[src/rtl/calc_engine.sv]
// Multi-cycle unsigned arithmetic engine: single-cycle add/sub, iterative
// shift-add multiply and restoring divide, with a start/busy/done handshake.
module calc_engine #(
    parameter int unsigned WIDTH = 32
) (
    input  logic                 clk,
    input  logic                 rst_n,
    input  logic                 start,
    input  logic [1:0]           op,
    input  logic                 use_acc,
    input  logic [WIDTH-1:0]     a,
    input  logic [WIDTH-1:0]     b,
    output logic                 busy,
    output logic                 done,
    output logic [2*WIDTH-1:0]   result,
    output logic                 div_by_zero
);

    localparam int unsigned CW = $clog2(WIDTH);

    typedef enum logic [1:0] {S_IDLE, S_RUN, S_DONE} state_t;
    typedef enum logic [1:0] {OP_ADD = 2'b00, OP_SUB = 2'b01, OP_MUL = 2'b10, OP_DIV = 2'b11} op_t;

    state_t               state_q;
    op_t                  op_q;
    logic [CW-1:0]        cnt_q;
    logic [WIDTH-1:0]     opnd_q;
    logic [2*WIDTH-1:0]   acc_q;
    logic [2*WIDTH-1:0]   result_q;
    logic                 dbz_q;

    logic [WIDTH-1:0]     opa;
    logic [2*WIDTH-1:0]   add_res;
    logic [2*WIDTH-1:0]   sub_res;
    logic [WIDTH:0]       mul_sum;
    logic [WIDTH:0]       div_shift;
    logic                 div_ge;
    logic [WIDTH-1:0]     div_diff;
    logic [2*WIDTH-1:0]   acc_d;

    // acc_q holds {partial product high, multiplier} for mul and
    // {remainder, dividend/quotient} for div; opnd_q is multiplicand or divisor.
    always_comb begin
        opa       = use_acc ? result_q[WIDTH-1:0] : a;
        add_res   = {{WIDTH{1'b0}}, opa} + {{WIDTH{1'b0}}, b};
        sub_res   = {{WIDTH{1'b0}}, opa} - {{WIDTH{1'b0}}, b};
        mul_sum   = {1'b0, acc_q[2*WIDTH-1:WIDTH]} + (acc_q[0] ? {1'b0, opnd_q} : {(WIDTH+1){1'b0}});
        div_shift = {acc_q[2*WIDTH-1:WIDTH], acc_q[WIDTH-1]};
        div_ge    = (div_shift >= {1'b0, opnd_q});
        div_diff  = div_shift[WIDTH-1:0] - opnd_q;
        if (op_q == OP_MUL) begin
            acc_d = {mul_sum, acc_q[WIDTH-1:1]};
        end else begin
            acc_d = {(div_ge ? div_diff : div_shift[WIDTH-1:0]), acc_q[WIDTH-2:0], div_ge};
        end
    end

    always_ff @(posedge clk) begin
        if (!rst_n) begin
            state_q  <= S_IDLE;
            op_q     <= OP_ADD;
            cnt_q    <= '0;
            opnd_q   <= '0;
            acc_q    <= '0;
            result_q <= '0;
            dbz_q    <= 1'b0;
        end else begin
            case (state_q)
                S_IDLE: begin
                    if (start) begin
                        op_q  <= op_t'(op);
                        cnt_q <= '0;
                        case (op_t'(op))
                            OP_ADD: begin
                                result_q <= add_res;
                                dbz_q    <= 1'b0;
                                state_q  <= S_DONE;
                            end
                            OP_SUB: begin
                                result_q <= sub_res;
                                dbz_q    <= 1'b0;
                                state_q  <= S_DONE;
                            end
                            OP_MUL: begin
                                acc_q   <= {{WIDTH{1'b0}}, b};
                                opnd_q  <= opa;
                                state_q <= S_RUN;
                            end
                            default: begin
                                if (b == '0) begin
                                    result_q <= {opa, {WIDTH{1'b1}}};
                                    dbz_q    <= 1'b1;
                                    state_q  <= S_DONE;
                                end else begin
                                    acc_q   <= {{WIDTH{1'b0}}, opa};
                                    opnd_q  <= b;
                                    state_q <= S_RUN;
                                end
                            end
                        endcase
                    end
                end
                S_RUN: begin
                    acc_q <= acc_d;
                    if (cnt_q == CW'(WIDTH - 1)) begin
                        result_q <= acc_d;
                        dbz_q    <= 1'b0;
                        cnt_q    <= '0;
                        state_q  <= S_DONE;
                    end else begin
                        cnt_q <= cnt_q + CW'(1);
                    end
                end
                S_DONE: state_q <= S_IDLE;
                default: state_q <= S_IDLE;
            endcase
        end
    end

    assign busy        = (state_q != S_IDLE);
    assign done        = (state_q == S_DONE);
    assign result      = result_q;
    assign div_by_zero = dbz_q;

endmodule

[config.mk]
export PLATFORM = sky130hd
export DESIGN_NAME = calc_engine
export DESIGN_NICKNAME = d
export VERILOG_FILES = /design/src/rtl/calc_engine.sv
export SDC_FILE = /design/constraint.sdc
export NUM_CORES = 1
export LEC_CHECK = 0
export CORE_ASPECT_RATIO = 0.5
export CORE_UTILIZATION = 40
export DETAILED_ROUTE_END_ITERATION = 6
export HOLD_SLACK_MARGIN = 0.1
export PLACE_DENSITY = 0.66
export SLEW_MARGIN = 10
export SYNTH_ARGS = -nofsm -noshare
export SYNTH_HDL_FRONTEND = slang
export SYNTH_SLANG_ARGS = --single-unit
[constraint.sdc]
create_clock -name clk -period 5.7 [get_ports clk]
set_clock_uncertainty 0.1 [all_clocks]
set_input_delay 1.14 -clock clk [delete_from_list [all_inputs] [get_ports clk]]
set_output_delay 1.14 -clock clk [all_outputs]
set_load 0.05 [all_outputs]
* Word-level counts from Yosys, hierarchy flattened
Index checks and enable logic that the tools add are counted.
W data, S select, Z words.
** Storage, ports and cells
- Register bits :: 170
- Bits of input ports :: 70
- Output and inout port bits :: 67
- Logic and storage cells :: 69
** Operators by class
- $add $sub $neg :: 5
- Magnitude comparators :: 1
- Equal/unequal tests :: 14
- Muxes and demuxes :: 28
- Bitwise logic cells :: 1
- Reduce and logical (&&, ||, !) cells :: 13
** Operators with widths (number)
- $mux W64 :: 6
- $pmux W64 S2 :: 3
- $pmux W64 S3 :: 1
- $mux W32 :: 4
- $add A32 B32 Y33 :: 2
- $pmux W32 S2 :: 1
- $ge A33 B32 Y1 :: 1
- $sub A32 B32 Y33 :: 1
- $logic_not A32 Y1 :: 1
- $sub A32 B32 Y32 :: 1
- $mux W5 :: 2
- $pmux W5 S2 :: 1
- $reduce_and A5 Y1 :: 2
- $ne A2 B2 Y1 const B :: 4
- $pmux W2 S2 :: 2
- $reduce_and A4 Y1 :: 2
- $eq A2 B2 Y1 const B :: 3
- $mux W2 :: 3
- $reduce_and A2 Y1 :: 3
- $add A5 B1 Y5 const B :: 1
- $eq A5 B5 Y1 const B :: 1
- $eq A2 B1 Y1 const B :: 2
- $logic_not A2 Y1 :: 2
- $ne A4 B2 Y1 const B :: 1
- 8 further kinds :: 12

* Depth between registers and ports, before layout
- Depth in word-level cells :: 5
- Mapped depth :: 16
- Gate-level depth less buffers :: 14

* Worst setup path after synthesis
OpenSTA, ideal clock, no wires.
- Path type :: input to register
- Start :: input port use_acc
- End :: register result_q[43], in the netlist result[43]
- Setup time :: 0.144 ns
- Data arrival time :: 4.389 ns
- Required time :: 5.456 ns
- Setup slack :: 1.067 ns
- Stages :: 14
- Path buffers :: 4
- Cells stage by stage :: clkbuf_1 -> buf_1 -> mux2i_1 -> inv_1 -> ha_1 -> inv_1 -> o311ai_0 -> a211o_1 -> a2111o_1 -> o211a_2 -> a21oi_1 -> buf_2 -> buf_2 -> a221oi_1
** On the way
- Word-level cells in the longest chain between the ends :: 5
- Elaborated cells on any way between the ends :: 6
- Those cells by class :: add/sub (1); mux (5)
** Ends and longest elaborated chain
- start, declared :: RTL line 10 : input logic use_acc,
- $mux W32 (*) :: RTL line 44 : opa = use_acc ? result_q[WIDTH-1:0] : a;
- $sub A32 B32 Y33 / $mux W64 (equally long branches) :: RTL line 46, 90
- $pmux W64 S3 (*) :: RTL line 73 : case (op_t'(op))
- $mux W64 (*) :: RTL line 70 : if (start) begin
- $pmux W64 S2 (*) :: RTL line 68 : case (state_q)
- end signal, assigned :: RTL line 75 : result_q <= add_res;
- end signal, assigned :: RTL line 80 : result_q <= sub_res;
- end signal, assigned :: RTL line 91 : result_q <= {opa, {WIDTH{1'b1}}};
- end, declared :: RTL line 29 : logic [2*WIDTH-1:0] result_q;
Every way passes the cells marked *; elsewhere a longest branch is shown, timed or not. The select of a mux whose other input is x is not followed.
A chain may end at the register's enable or synchronous reset.

* Final worst setup path
- Start :: input port use_acc
- End :: register result_q[61], in the netlist result[61]
Same word-level chain as after synthesis.

==> results.md <==
- Vias in the first global route: roughly 16000
- CP arrival: between 5 and 6 ns
- Post-synth top area share: 0.206
- Internal power: about 3.2 mW
- CP cell instances: buf_2, buf_4, buf_4, mux2i_1, inv_1, ha_1, and4_1, and2_1, nor2b_1, a211oi_1, o211a_2, a21oi_2, buf_4, nand2_1, o221ai_1, a211oi_1
- Area contributors post-synth: dfxtp_1, ha_1, a21oi_1
- First-pass DRT Iterations: 7
- # DRC: 1
- Routed vias: ~18000
- Most used cell, CP: buf_4
- Most common cell in the netlist: a21oi_1
- Max_cap viols: 0
- Post-CTS Setup Bufs: 0
- Setup TNS: 0 ns
- Routed Antenna Nets: 0
- Pwr dens: 331 mW/mm²
- VDD IR max: about 260 µV
- WL per Instance: 23.3 µm
- Sw Share: 0.495
- CTS max path bufs: 2
- Syn avg cell area: 7.24 µm²
- Synthesized instance count: between 2000 and 2500
- First-pass GRT wire length: 102000 µm
- Vias per cell: between 6 and 7
- Die Ht: 146 µm
- Global route total overflow: 0
- FF-to-FF path depth: 12
- Total track usage: 0.315
- Post-synth top area cell: dfxtp_1
- Cts hold-fix bufs: 0
- Sink Count: 170
- Violated checks: DRC
- Worst-Skew Late Latency: 0.46 ns
- Mapped Area: 0.0165 mm²
- Post-Route WL: between 60000 and 70000 µm
- CP Class: primary input to flop
- Final setup fails: 0
- Reg2Reg Setup Slack: 1.36 ns
- Gpl congestion: 1.00
- Period minus WS final: 4.89 ns
- Yosys Warn Count: 0
- Worst R2R End: result[57]$_SDFFE_PN0P_
- Die area: approximately 0.042 mm²
- DP HPWL: ~50000 µm
- Gate power share: 0.578
- Crit path launch type: primary input
- F_max: 205 MHz
- CTS tree: done
- Final worst slack: 0.812 ns
- Syn nets: 2490
- Crit. End Element: flop
- Post-synth top cells: a21oi_1, nor2_1, nand2_1
- Actual slew at the worst max-slew pin: 1.10 ns
- Fin. Hold Viols: 0
- Area delta synth->final: 15.0%
- Synth unique cells: 98
- Starting Density: 0.407
- Synth Flop Type: dfxtp_1
- Req. time, crit path: ~6 ns
- RSZ-0062 raised after global routing: no
- IO Count: 137
- Status: finished with violations
- Worst Path Max Fanout: 24
- Initial antenna violation count: 2
- Initial DRC Count: roughly 2400
- Clk pin slew, worst setup/hold paths: 0.08 ns
- Final Slew Violations: 0
- Register bit count reported by yosys: between 150 and 200
- H-Tree Depth: 4
- Max incr delay on CP: 0.52 ns
- Port Buf Inserts: 136
- WP buf/inv: 5
- Cts repair resizes: 0
- Worst Setup SP: use_acc
- Core Area: 0.0405 mm²
- HP Class: flop to flop
- Die Wd: about 290 µm
- CTS Buf Count: 17
- Clock share of power: 0.197
- Worst Hold Path EP: result[8]$_SDFFE_PN0P_
- Crit-path slowest cell: ha_1
- Register share of total power: 0.226
- Sequential cell area fraction in the yosys report: 0.206
- Crit Reg-Reg Startpoint: acc_q[0]$_SDFFE_PN0P_
- HP Start: result[8]$_SDFFE_PN0P_
- FP Rows: 52
- Hold path depth: 2
- Overall Power: 6.28 mW
- Worst slack, placed: 0.461 ns
- EDFF count, synth: 0
- Max-slew headroom: 0.267
- LEAKAGE: 7.76 nW
- Antenna Cells: 0
- Layout cells sized above 1: 0.0670
- Sw power: 3.11 mW
- Clk root buf: clkbuf_16
- Final worst-path cycle share: 0.858
- Pin count of the biggest net entering global routing: 60
- Final hold slack: between 0.3 and 0.4 ns
- Delay-heaviest family, CP: buffers and inverters
- Ys async rst share: 0
- Nets@finish: about 2500
## worst max-delay path by stage
| stage | depth (start not counted) | end |
|---|---|---|
| after global routing | 16 | result[61]$_SDFFE_PN0P_ |
| after detailed placement | 16 | result[61]$_SDFFE_PN0P_ |
| after global placement | 16 | result[61]$_SDFFE_PN0P_ |
| after CTS | 16 | result[61]$_SDFFE_PN0P_ |
| after floorplan | 14 | result[43]$_SDFFE_PN0P_ |
| final | 16 | result[61]$_SDFFE_PN0P_ |
## per-stage QoR
stage / std cells / cell area [µm²] / util
global placement: 2854 / 18400 / 0.453
floorplan: 2277 / 16500 / -
CTS: 2885 / 19000 / 0.468
global route: 2885 / 19000 / 0.468
finish: 2885 / 19000 / 0.468
detailed placement: 2854 / 18400 / 0.453
## state kept, by name, indices dropped and copies added, names as in the netlist
signal       flops
acc_q           64
result          64
opnd_q          32
cnt_q            5
op_q             2
state_q          2
div_by_zero      1
## final cells by class
type,count,area [µm²]
clock inverters,13,155
fillers,4043,21600
well taps,540,676
flip-flops and latches,170,3400
inverters,135,507
multi-input cells,1830,12100
repair buffers,179,1690
clock buffers,18,439
## worst register-to-register path: cells and delay by family (launching register included)
kind | cells | cell delay (ns)
AO/OA/AOI/OAI | 8 | 2.52
multiplexers | 1 | 0.15
adder cells (fa/ha/maj) | 2 | 0.64
AND/OR/NAND/NOR | 1 | 0.24
flip-flops | 1 | 0.51
## routing by layer
| layer | vias to the layer above | wire (µm) | GRT usage |
|---|---|---|---|
| li1 | 8431 | - | - |
| met1 | 8747 | 30600 | 0.469 |
| met2 | 962 | 28500 | 0.463 |
| met3 | 95 | 6740 | 0.0583 |
| met4 | 0 | 1420 | 0.0724 |
| met5 | - | 0 | 0 |
## kinds of logic (layout without fill, tap and decap cells)
family / count (synthesis) / in the layout / synth area share
compound gates: 822 / 822 / 0.330
simple gates: 725 / 725 / 0.206
xor+xnor: 73 / 73 / 0.0388
fa+ha+maj: 143 / 143 / 0.110
mux: 67 / 67 / 0.0433
flops: 170 / 170 / 0.206
buf+inv: 277 / 345 / 0.0649
## power by group through the flow
stage	Sequential (mW)	Clock, mW	Combinational (mW)
after floorplan	1.53	0	2.33
after global placement	1.44	0	3.50
after detailed placement	1.44	0	3.49
after CTS	1.41	1.24	3.51
after global routing	1.43	1.29	3.85
final	1.42	1.24	3.63
## cell usage in the layout, fill, tap and decap left out, types with 22 or more instances in the layout
cell	netlist	layout
o211ai_1	45	45
xnor2_1	42	42
o21ai_1	31	31
nor2_1	223	222
a211oi_1	84	83
mux2_2	35	35
and2_1	47	47
dfxtp_1	170	170
buf_4	1	42
clkdlybuf4s50_1	0	135
mux2i_1	32	32
a21oi_1	233	230
inv_1	133	132
nand3_1	58	58
a21o_1	48	48
nor2b_1	33	30
a221oi_1	23	23
o21ai_0	142	142
nand2_1	204	203
xor2_1	31	31
nor3_1	49	49
a31oi_1	22	22
ha_1	139	139
Power figures use the tool's default switching activity.
